`config.mk`:
```
export PLATFORM = sky130hd
export DESIGN_NAME = seq_divider
export DESIGN_NICKNAME = d
export VERILOG_FILES = /design/src/rtl/div_pkg.sv /design/src/rtl/div_step.sv /design/src/rtl/seq_divider.sv
export SDC_FILE = /design/constraint.sdc
export NUM_CORES = 1
export LEC_CHECK = 0
export ABC_CLOCK_PERIOD_IN_PS = 7400
export CAP_MARGIN = 10
export CORE_MARGIN = 8
export CORE_UTILIZATION = 40
export CTS_BUF_LIST = sky130_fd_sc_hd__clkbuf_8 sky130_fd_sc_hd__clkbuf_16
export CTS_CLUSTER_SIZE = 8
export DETAILED_ROUTE_END_ITERATION = 10
export MAX_ROUTING_LAYER = met4
export SLEW_MARGIN = 20
export SYNTH_ARGS = -nofsm -noshare
export SYNTH_HDL_FRONTEND = slang
export SYNTH_HIERARCHICAL = 1
export SYNTH_SLANG_ARGS = --single-unit
```
`constraint.sdc`:
```
create_clock -name clk -period 7.4 [get_ports clk]
set_input_delay 1.85 -clock clk [delete_from_list [all_inputs] [get_ports clk]]
set_output_delay 1.85 -clock clk [all_outputs]
set_load 0.02 [all_outputs]
```
`src/rtl/div_pkg.sv`:
```
// Shared types and constants for the sequential restoring divider.
// Optional two's-complement mode is selected with the SEQ_DIVIDER_SIGNED_EN macro.
package div_pkg;

    typedef enum logic [2:0] {
        GET_A  = 3'd0,
        GET_B  = 3'd1,
        CHECK  = 3'd2,
        DIVIDE = 3'd3,
        FIXUP  = 3'd4,
        PUT_Z  = 3'd5
    } state_t;

    // Quotient reported on divide-by-zero; sliced to the operand width at use.
    localparam logic [63:0] DIV_ZERO_QUOTIENT = '1;

endpackage

```
`src/rtl/div_step.sv`:
```
// One restoring shift-subtract iteration: shifts the next dividend bit into the
// partial remainder and subtracts the divisor when it fits.
module div_step #(
    parameter int WIDTH = 32
) (
    input  logic [WIDTH-1:0] rem_i,
    input  logic             bit_i,
    input  logic [WIDTH-1:0] divisor_i,
    output logic [WIDTH-1:0] rem_o,
    output logic             q_o
);

    logic [WIDTH:0] shifted;
    logic [WIDTH:0] diff;

    assign shifted = {rem_i, bit_i};
    assign diff    = shifted - {1'b0, divisor_i};
    // Partial remainder is always below the divisor, so bit WIDTH of diff is a clean borrow.
    assign q_o     = ~diff[WIDTH];
    assign rem_o   = q_o ? diff[WIDTH-1:0] : shifted[WIDTH-1:0];

endmodule

```
`src/rtl/seq_divider.sv`:
```
// Sequential restoring divider with stb/ack handshakes on both operands and the result.
// SEQ_DIVIDER_SIGNED_EN selects two's-complement operands; default build is unsigned.
module seq_divider
    import div_pkg::*;
#(
    parameter int WIDTH = 32
) (
    input  logic             clk,
    input  logic             rst,
    input  logic [WIDTH-1:0] input_a,
    input  logic             input_a_stb,
    output logic             input_a_ack,
    input  logic [WIDTH-1:0] input_b,
    input  logic             input_b_stb,
    output logic             input_b_ack,
    output logic [WIDTH-1:0] output_z,
    output logic [WIDTH-1:0] output_r,
    output logic             output_z_stb,
    input  logic             output_z_ack,
    output logic             output_dz
);

    localparam int CNT_W = $clog2(WIDTH + 1);

    state_t             state_q;
    logic [WIDTH-1:0]   a_q;
    logic [WIDTH-1:0]   b_q;
    logic [WIDTH-1:0]   rem_q;
    logic [WIDTH-1:0]   quo_q;
    logic [CNT_W-1:0]   cnt_q;
    logic               a_ack_q;
    logic               b_ack_q;
    logic               z_stb_q;
    logic [WIDTH-1:0]   z_q;
    logic [WIDTH-1:0]   r_q;
    logic               dz_q;

    logic [WIDTH-1:0]   mag_a_d;
    logic [WIDTH-1:0]   mag_b_d;
    logic [WIDTH-1:0]   step_rem_d;
    logic               step_q_d;
    logic [WIDTH-1:0]   fix_z_d;
    logic [WIDTH-1:0]   fix_r_d;

`ifdef SEQ_DIVIDER_SIGNED_EN
    logic neg_z_q;
    logic neg_r_q;

    assign mag_a_d = a_q[WIDTH-1] ? -a_q : a_q;
    assign mag_b_d = b_q[WIDTH-1] ? -b_q : b_q;
    // Quotient truncates toward zero; remainder follows the dividend sign.
    assign fix_z_d = neg_z_q ? -quo_q : quo_q;
    assign fix_r_d = neg_r_q ? -rem_q : rem_q;
`else
    assign mag_a_d = a_q;
    assign mag_b_d = b_q;
    assign fix_z_d = quo_q;
    assign fix_r_d = rem_q;
`endif

    div_step #(.WIDTH(WIDTH)) u_step (
        .rem_i     (rem_q),
        .bit_i     (quo_q[WIDTH-1]),
        .divisor_i (b_q),
        .rem_o     (step_rem_d),
        .q_o       (step_q_d)
    );

    always_ff @(posedge clk) begin
        if (rst) begin
            state_q <= GET_A;
            a_q     <= '0;
            b_q     <= '0;
            rem_q   <= '0;
            quo_q   <= '0;
            cnt_q   <= '0;
            a_ack_q <= 1'b0;
            b_ack_q <= 1'b0;
            z_stb_q <= 1'b0;
            z_q     <= '0;
            r_q     <= '0;
            dz_q    <= 1'b0;
`ifdef SEQ_DIVIDER_SIGNED_EN
            neg_z_q <= 1'b0;
            neg_r_q <= 1'b0;
`endif
        end else begin
            case (state_q)
                GET_A: begin
                    if (a_ack_q && input_a_stb) begin
                        a_q     <= input_a;
                        a_ack_q <= 1'b0;
                        b_ack_q <= 1'b1;
                        state_q <= GET_B;
                    end else begin
                        a_ack_q <= 1'b1;
                    end
                end
                GET_B: begin
                    if (b_ack_q && input_b_stb) begin
                        b_q     <= input_b;
                        b_ack_q <= 1'b0;
                        state_q <= CHECK;
                    end else begin
                        b_ack_q <= 1'b1;
                    end
                end
                CHECK: begin
                    if (b_q == '0) begin
                        z_q     <= DIV_ZERO_QUOTIENT[WIDTH-1:0];
                        r_q     <= a_q;
                        dz_q    <= 1'b1;
                        z_stb_q <= 1'b1;
                        state_q <= PUT_Z;
                    end else begin
                        quo_q   <= mag_a_d;
                        b_q     <= mag_b_d;
                        rem_q   <= '0;
                        cnt_q   <= CNT_W'(WIDTH);
`ifdef SEQ_DIVIDER_SIGNED_EN
                        neg_z_q <= a_q[WIDTH-1] ^ b_q[WIDTH-1];
                        neg_r_q <= a_q[WIDTH-1];
`endif
                        state_q <= DIVIDE;
                    end
                end
                DIVIDE: begin
                    // Dividend bits shift out of quo_q as quotient bits shift in.
                    rem_q <= step_rem_d;
                    quo_q <= {quo_q[WIDTH-2:0], step_q_d};
                    cnt_q <= cnt_q - 1'b1;
                    if (cnt_q == CNT_W'(1)) begin
                        state_q <= FIXUP;
                    end
                end
                FIXUP: begin
                    z_q     <= fix_z_d;
                    r_q     <= fix_r_d;
                    dz_q    <= 1'b0;
                    z_stb_q <= 1'b1;
                    state_q <= PUT_Z;
                end
                PUT_Z: begin
                    if (z_stb_q && output_z_ack) begin
                        z_stb_q <= 1'b0;
                        a_ack_q <= 1'b1;
                        state_q <= GET_A;
                    end
                end
                default: begin
                    state_q <= GET_A;
                end
            endcase
        end
    end

    assign input_a_ack  = a_ack_q;
    assign input_b_ack  = b_ack_q;
    assign output_z_stb = z_stb_q;
    assign output_z     = z_q;
    assign output_r     = r_q;
    assign output_dz    = dz_q;

endmodule

```
---- Yosys cells after proc, flatten, opt, wreduce, memory -nomap -nowiden ----
Cells that the tools add are included.
storage, ports and cells
  register bits ........................... 205
  input port bits ......................... 69
  logic and storage cells ................. 72
operators by class
  add/sub/neg operators ................... 2
  equality and inequality tests ........... 12
  muxes and demuxes ....................... 27
  bitwise gates (word level) .............. 1
  reductions and logical operators ........ 18
operators by type and width
  operator                                                            count
  32-bit case mux with 2 select lines                                 4
  32-bit 2-to-1 mux                                                   5
  33-bit by 32-bit subtractor with 33-bit output                      1
  32-bit zero test                                                    1
  3-bit case mux with 6 select lines                                  1
  3-bit 2-to-1 mux                                                    5
  2-bit != test, second input constant                                6
  6-bit case mux with 2 select lines                                  1
  2-bit AND reduction                                                 6
  2-bit nonzero test                                                  4
  3-bit by 2-bit == test with 1-bit output, second input constant     2
  3-bit == test, second input constant                                2
  6-bit by 1-bit == test with 1-bit output, second input constant     1
  1-bit 2-to-1 mux                                                    6
  6-bit 2-to-1 mux                                                    1
  1-bit case mux with 2 select lines                                  3
  6-bit by 1-bit subtractor with 6-bit output, second input constant  1
  4-bit AND reduction                                                 1
  3-bit by 1-bit == test with 1-bit output, second input constant     1
  1-bit logical AND                                                   3
  3-bit zero test                                                     1
  1-bit case mux with 3 select lines                                  1
  3-bit AND reduction                                                 1
  3-bit nonzero test                                                  1
  1-bit inverter                                                      1

---- Depth between registers and ports, before layout ----
  word-level depth ........................ 3
  depth in mapped cells ................... 16

---- By module ----
The synthesis kept the hierarchy.
by module, submodules not included
  module       instances  cells an instance  area an instance (um^2)  sequential area each (um^2)
  seq_divider  1          915                8,334.2                  4,103.9
  div_step     1          305                2,358.5                  0.0

---- Worst setup path before layout ----
No wires, ideal clock.
  path type ............................... register to register
  start point ............................. reg quo_q[31] (netlist: fix_z_d[31])
  end point ............................... reg rem_q[10] (netlist: fix_r_d[10])
  library setup time ...................... 117 ps
  arrival ................................. 3,293 ps
  required time ........................... 7,283 ps
  setup slack ............................. 3,990 ps
  stages on the path, launching flop included .. 17
  period minus slack after synthesis ...... 3,410 ps
  cell sequence ........................... dfxtp_1 inv_1 ha_1 fa_1 and2b_1 o2111ai_2 a21oi_2 o2111ai_1 a211oi_2 nor2_4 mux2i_4 and2_4 buf_12 inv_8 buf_12 mux2_4 a22o_1
on the way
  word-level cells in the longest chain between the ends .. 3
ends and longest elaborated chain
  item                                            line                RTL
  from (decl)                                     seq_divider.sv:29   logic [WIDTH-1:0] quo_q;
  from (signal assigned)                          seq_divider.sv:116  quo_q <= mag_a_d;
  from (signal assigned)                          seq_divider.sv:130  quo_q <= {quo_q[WIDTH-2:0], step_q_d};
  33-bit by 32-bit subtractor with 33-bit output  div_step.sv:17      assign diff = shifted - {1'b0, divisor_i};
  32-bit 2-to-1 mux                               div_step.sv:20      assign rem_o = q_o ? diff[WIDTH-1:0] : shifted[WIDTH-1:0];
  named net step_rem_d[10]                        seq_divider.sv:40   logic [WIDTH-1:0] step_rem_d;
  32-bit case mux with 2 select lines             seq_divider.sv:88   case (state_q)
  to (signal assigned)                            seq_divider.sv:129  rem_q <= step_rem_d;
  to (decl)                                       seq_divider.sv:28   logic [WIDTH-1:0] rem_q;
The timed path passes the listed nets, and every way through them passes these cells.
A chain may end at the register's enable or synchronous reset.

---- Worst setup path after layout ----
  start point ............................. reg quo_q[31] (netlist: fix_z_d[31])
  end point ............................... reg rem_q[17] (netlist: fix_r_d[17])
Same word-level chain as after synthesis.

==> reports/results.ini <==
[final_layout]
syn2layout_area_growth_pct=20.5
nNetsFinal=1421
final_area_um2=12900
n_antenna_cell=0
final_common_cell=dfxtp_1
layout_common_cells=dfxtp_1 (205), nand2_1 (150), clkdlybuf4s50_1 (135), inv_1 (104), a21oi_1 (97)
drive_above_1_share_pct=8.19

[critical_path]
critPathArrivalTime_ns=4.18
timing.critical_path.buf_inv=2
crit_slowest_cell=fa_1
required_ns=7.84
cp_max_fo=24
slowest_delay_ns=0.41
crit_family=compound AO/OA/AOI/OAI gates
endpoint_kind=flop
rrSetupSlack_ns=3.66
r2r-end=fix_r_d[17]$_SDFFE_PP0P_
cp-start-kind=flop
setup.worst_path.start=fix_z_d[31]$_SDFFE_PP0P_
r2r-start=fix_z_d[31]$_SDFFE_PP0P_
criticalPathCategory=reg -> reg
r2r_cells=14
cp.depth=14
crit_chain=inv_1, ha_1, fa_1, and2b_1, o2111ai_2, a21oi_2, o2111ai_1, a211oi_2, nor2_4, mux2i_4, and2_4, inv_8, mux2_4, a22o_1

[place]
dp_slack_ns=3.67
portBuffers=136
place.gp.congestion=0.859
hpwl_um=21000
place_area_um2=12100

[die]
ioPinCount=137
core_area_um2=26600
row_count=60
dieHeight_um=180
die_w_um=180
start_util_pct=40.2
dieArea_um2=32200

[drt]
postRouteAntennaNets=0
dr.pass1.iters=5
routedWlPerCell_um=18.1
drc=0
vias_per_cell=5.53
drt_wl_total_um=30000
vias=9181
drt_iter0_markers=675

[cts]
clkLatencyLatePin_ns=0.55
clock-sinks=205
cts_resized=0
cts_max_path_buffers=3
cts_buffers=29
clk_pin_slew_ns=0.05
clock-root-buffer=clkbuf_16
cts_tree=built
cts-hold-fix-buffers=0
cts_setup_buffers=0
htreeDepth=1

[timing]
worst_pin_slew_ns=0.867
rsz0062_at_grt=false
layout_setup_ws_ns=3.66
timing.slew.headroom_pct=42.2
setup_tns_ns=0
fmax_mhz=267
post-route-period-util_pct=50.5
setup_viol=0
fin_skew_ns=0.0115
slew_violations=0
min_period_ns=3.74
hold_viol=0

[power]
max-vdd-ir-drop_mv=0.161
internal_power_w=0.00201
p_sw_w=0.000728
p_leak_nw=4.99
power_frac_comb_pct=15.6
clockPowerShare_pct=42.2
seqPwrFrac_pct=42.1
power_density_nw_per_um2=213
swShare_pct=26.6

[yosys]
seq_area_frac_synth_pct=38.4
synth_seq_cells=205
synthArstFlopShare_pct=0
synthFlopType=dfxtp_1
synth-edff-count=0
ys_warn_count=6
syn_area_per_cell_um2=8.76
yosys.cell_types.count=73
syn-cell-area_um2=10700
synthCells=1220
syn-num-nets=1324

[grt]
grt_pass1_vias=9056
grt_max_degree=82
grt_antenna_before_repair=0
gr-total-overflow=0
grt_use_total_pct=18.5
grt_pass1_wl_um=49100

[min_path]
hold_end=output_z[12]$_SDFFE_PP0P_
min_delay_path_depth=2
hold_start=output_z[12]$_SDFFE_PP0P_
min_path_type=reg -> reg

[run]
drv_cap=0

[run_status]
status=completed

==> worst max-delay path by stage <==
stage | endpoint | slack (ns)
6_report | fix_r_d[17]$_SDFFE_PP0P_ | 3.66
5_1_grt | fix_r_d[8]$_SDFFE_PP0P_ | 3.44
4_1_cts | fix_r_d[17]$_SDFFE_PP0P_ | 3.65
3_5_place_dp | fix_r_d[22]$_SDFFE_PP0P_ | 3.67
3_3_place_gp | cnt_q[0]$_SDFFE_PP0P_ | 3.72
2_1_floorplan | fix_r_d[10]$_SDFFE_PP0P_ | 3.99
==> routing by layer <==
layer / GRT usage [%] / vias to the layer above / part of all wire (%)
li1: - / 4591 / -
met1: 25.0 / 4288 / 49
met2: 28.0 / 246 / 43
met3: 3.35 / 56 / 5.2
met4: 5.14 / 0 / 2.7
met5: - / - / 0
==> area by class of cell <==
cell class                 instances  area, µm²
clock buffer                      29        726
clock inverter                     4       31.3
fill                            2632      13700
inverter                         102        390
multi-input combinational        825       5710
sequential                       205       4100
tap                              341        427
timing repair buffer             154       1490
==> registers in the layout (all words and copies together) (netlist names), 3 cells and up <==
register and flops:
a_q 32, b_q 32, cnt_q 6, fix_r_d 32, fix_z_d 32, output_r 32
output_z 32, state_q 3
==> worst min-delay path: cells and delay by family (launching register included) <==
family	cells	cell delay, ns
flip-flops	1	0.30
AO/OA/AOI/OAI	1	0.06
buffers and inverters	1	0.05
==> cell usage after synthesis (7+ instances only) <==
cell type  count  area, µm²
mux2i_1       34        340
o21ai_0       20        100
a21oi_1       97        485
ha_1          34        425
mux2_4        19        285
a31oi_1        7       43.8
clkbuf_1      57        214
a221oi_1      33        289
a211oi_1      38        285
nand2_1      151        567
dfxtp_1      205       4100
a22oi_1       33        248
a221o_1       33        330
a22o_1        64        561
xor2_1        14        123
nand3_1       17       85.1
nand4_1        8       50.1
nor3_1        11       55.1
a21o_1        18        135
xnor2_1       13        114
buf_6          9        101
nor2_1        87        327
o21a_1         7       52.6
inv_1        101        379
==> stage by stage <==
stage | utilization (%) | cells | total power (W) | hold WS (ns)
2_1_floorplan | - | 1220 | 0.00150 | 0.449
5_1_grt | 48.5 | 1660 | 0.00285 | 0.486
3_3_place_gp | 45.6 | 1627 | 0.00160 | 0.457
4_1_cts | 48.5 | 1660 | 0.00277 | 0.471
6_report | 48.5 | 1660 | 0.00274 | 0.468
3_5_place_dp | 45.6 | 1627 | 0.00160 | 0.463
==> power groups by stage <==
| stage | logic (W) | clock network [W] | registers (W) |
|---|---|---|---|
| final | 0.000428 | 0.00116 | 0.00115 |
| after global routing | 0.000464 | 0.00123 | 0.00116 |
| after CTS | 0.000429 | 0.00119 | 0.00115 |
| after detailed placement | 0.000427 | 0 | 0.00118 |
| after global placement | 0.000424 | 0 | 0.00118 |
| after floorplan | 0.000321 | 0 | 0.00118 |
==> kinds of logic (layout without fill, tap and decap cells) <==
family,Yosys count,after routing,share of synthesized area [%]
flops,205,205,38.4
fa+ha+maj,35,35,4.17
compound gates,381,381,26.1
simple gates,323,323,13.8
buf+inv,190,289,8.72
mux,59,59,6.59
xor+xnor,27,27,2.21
No activity file was read; power rests on OpenSTA's default activity.
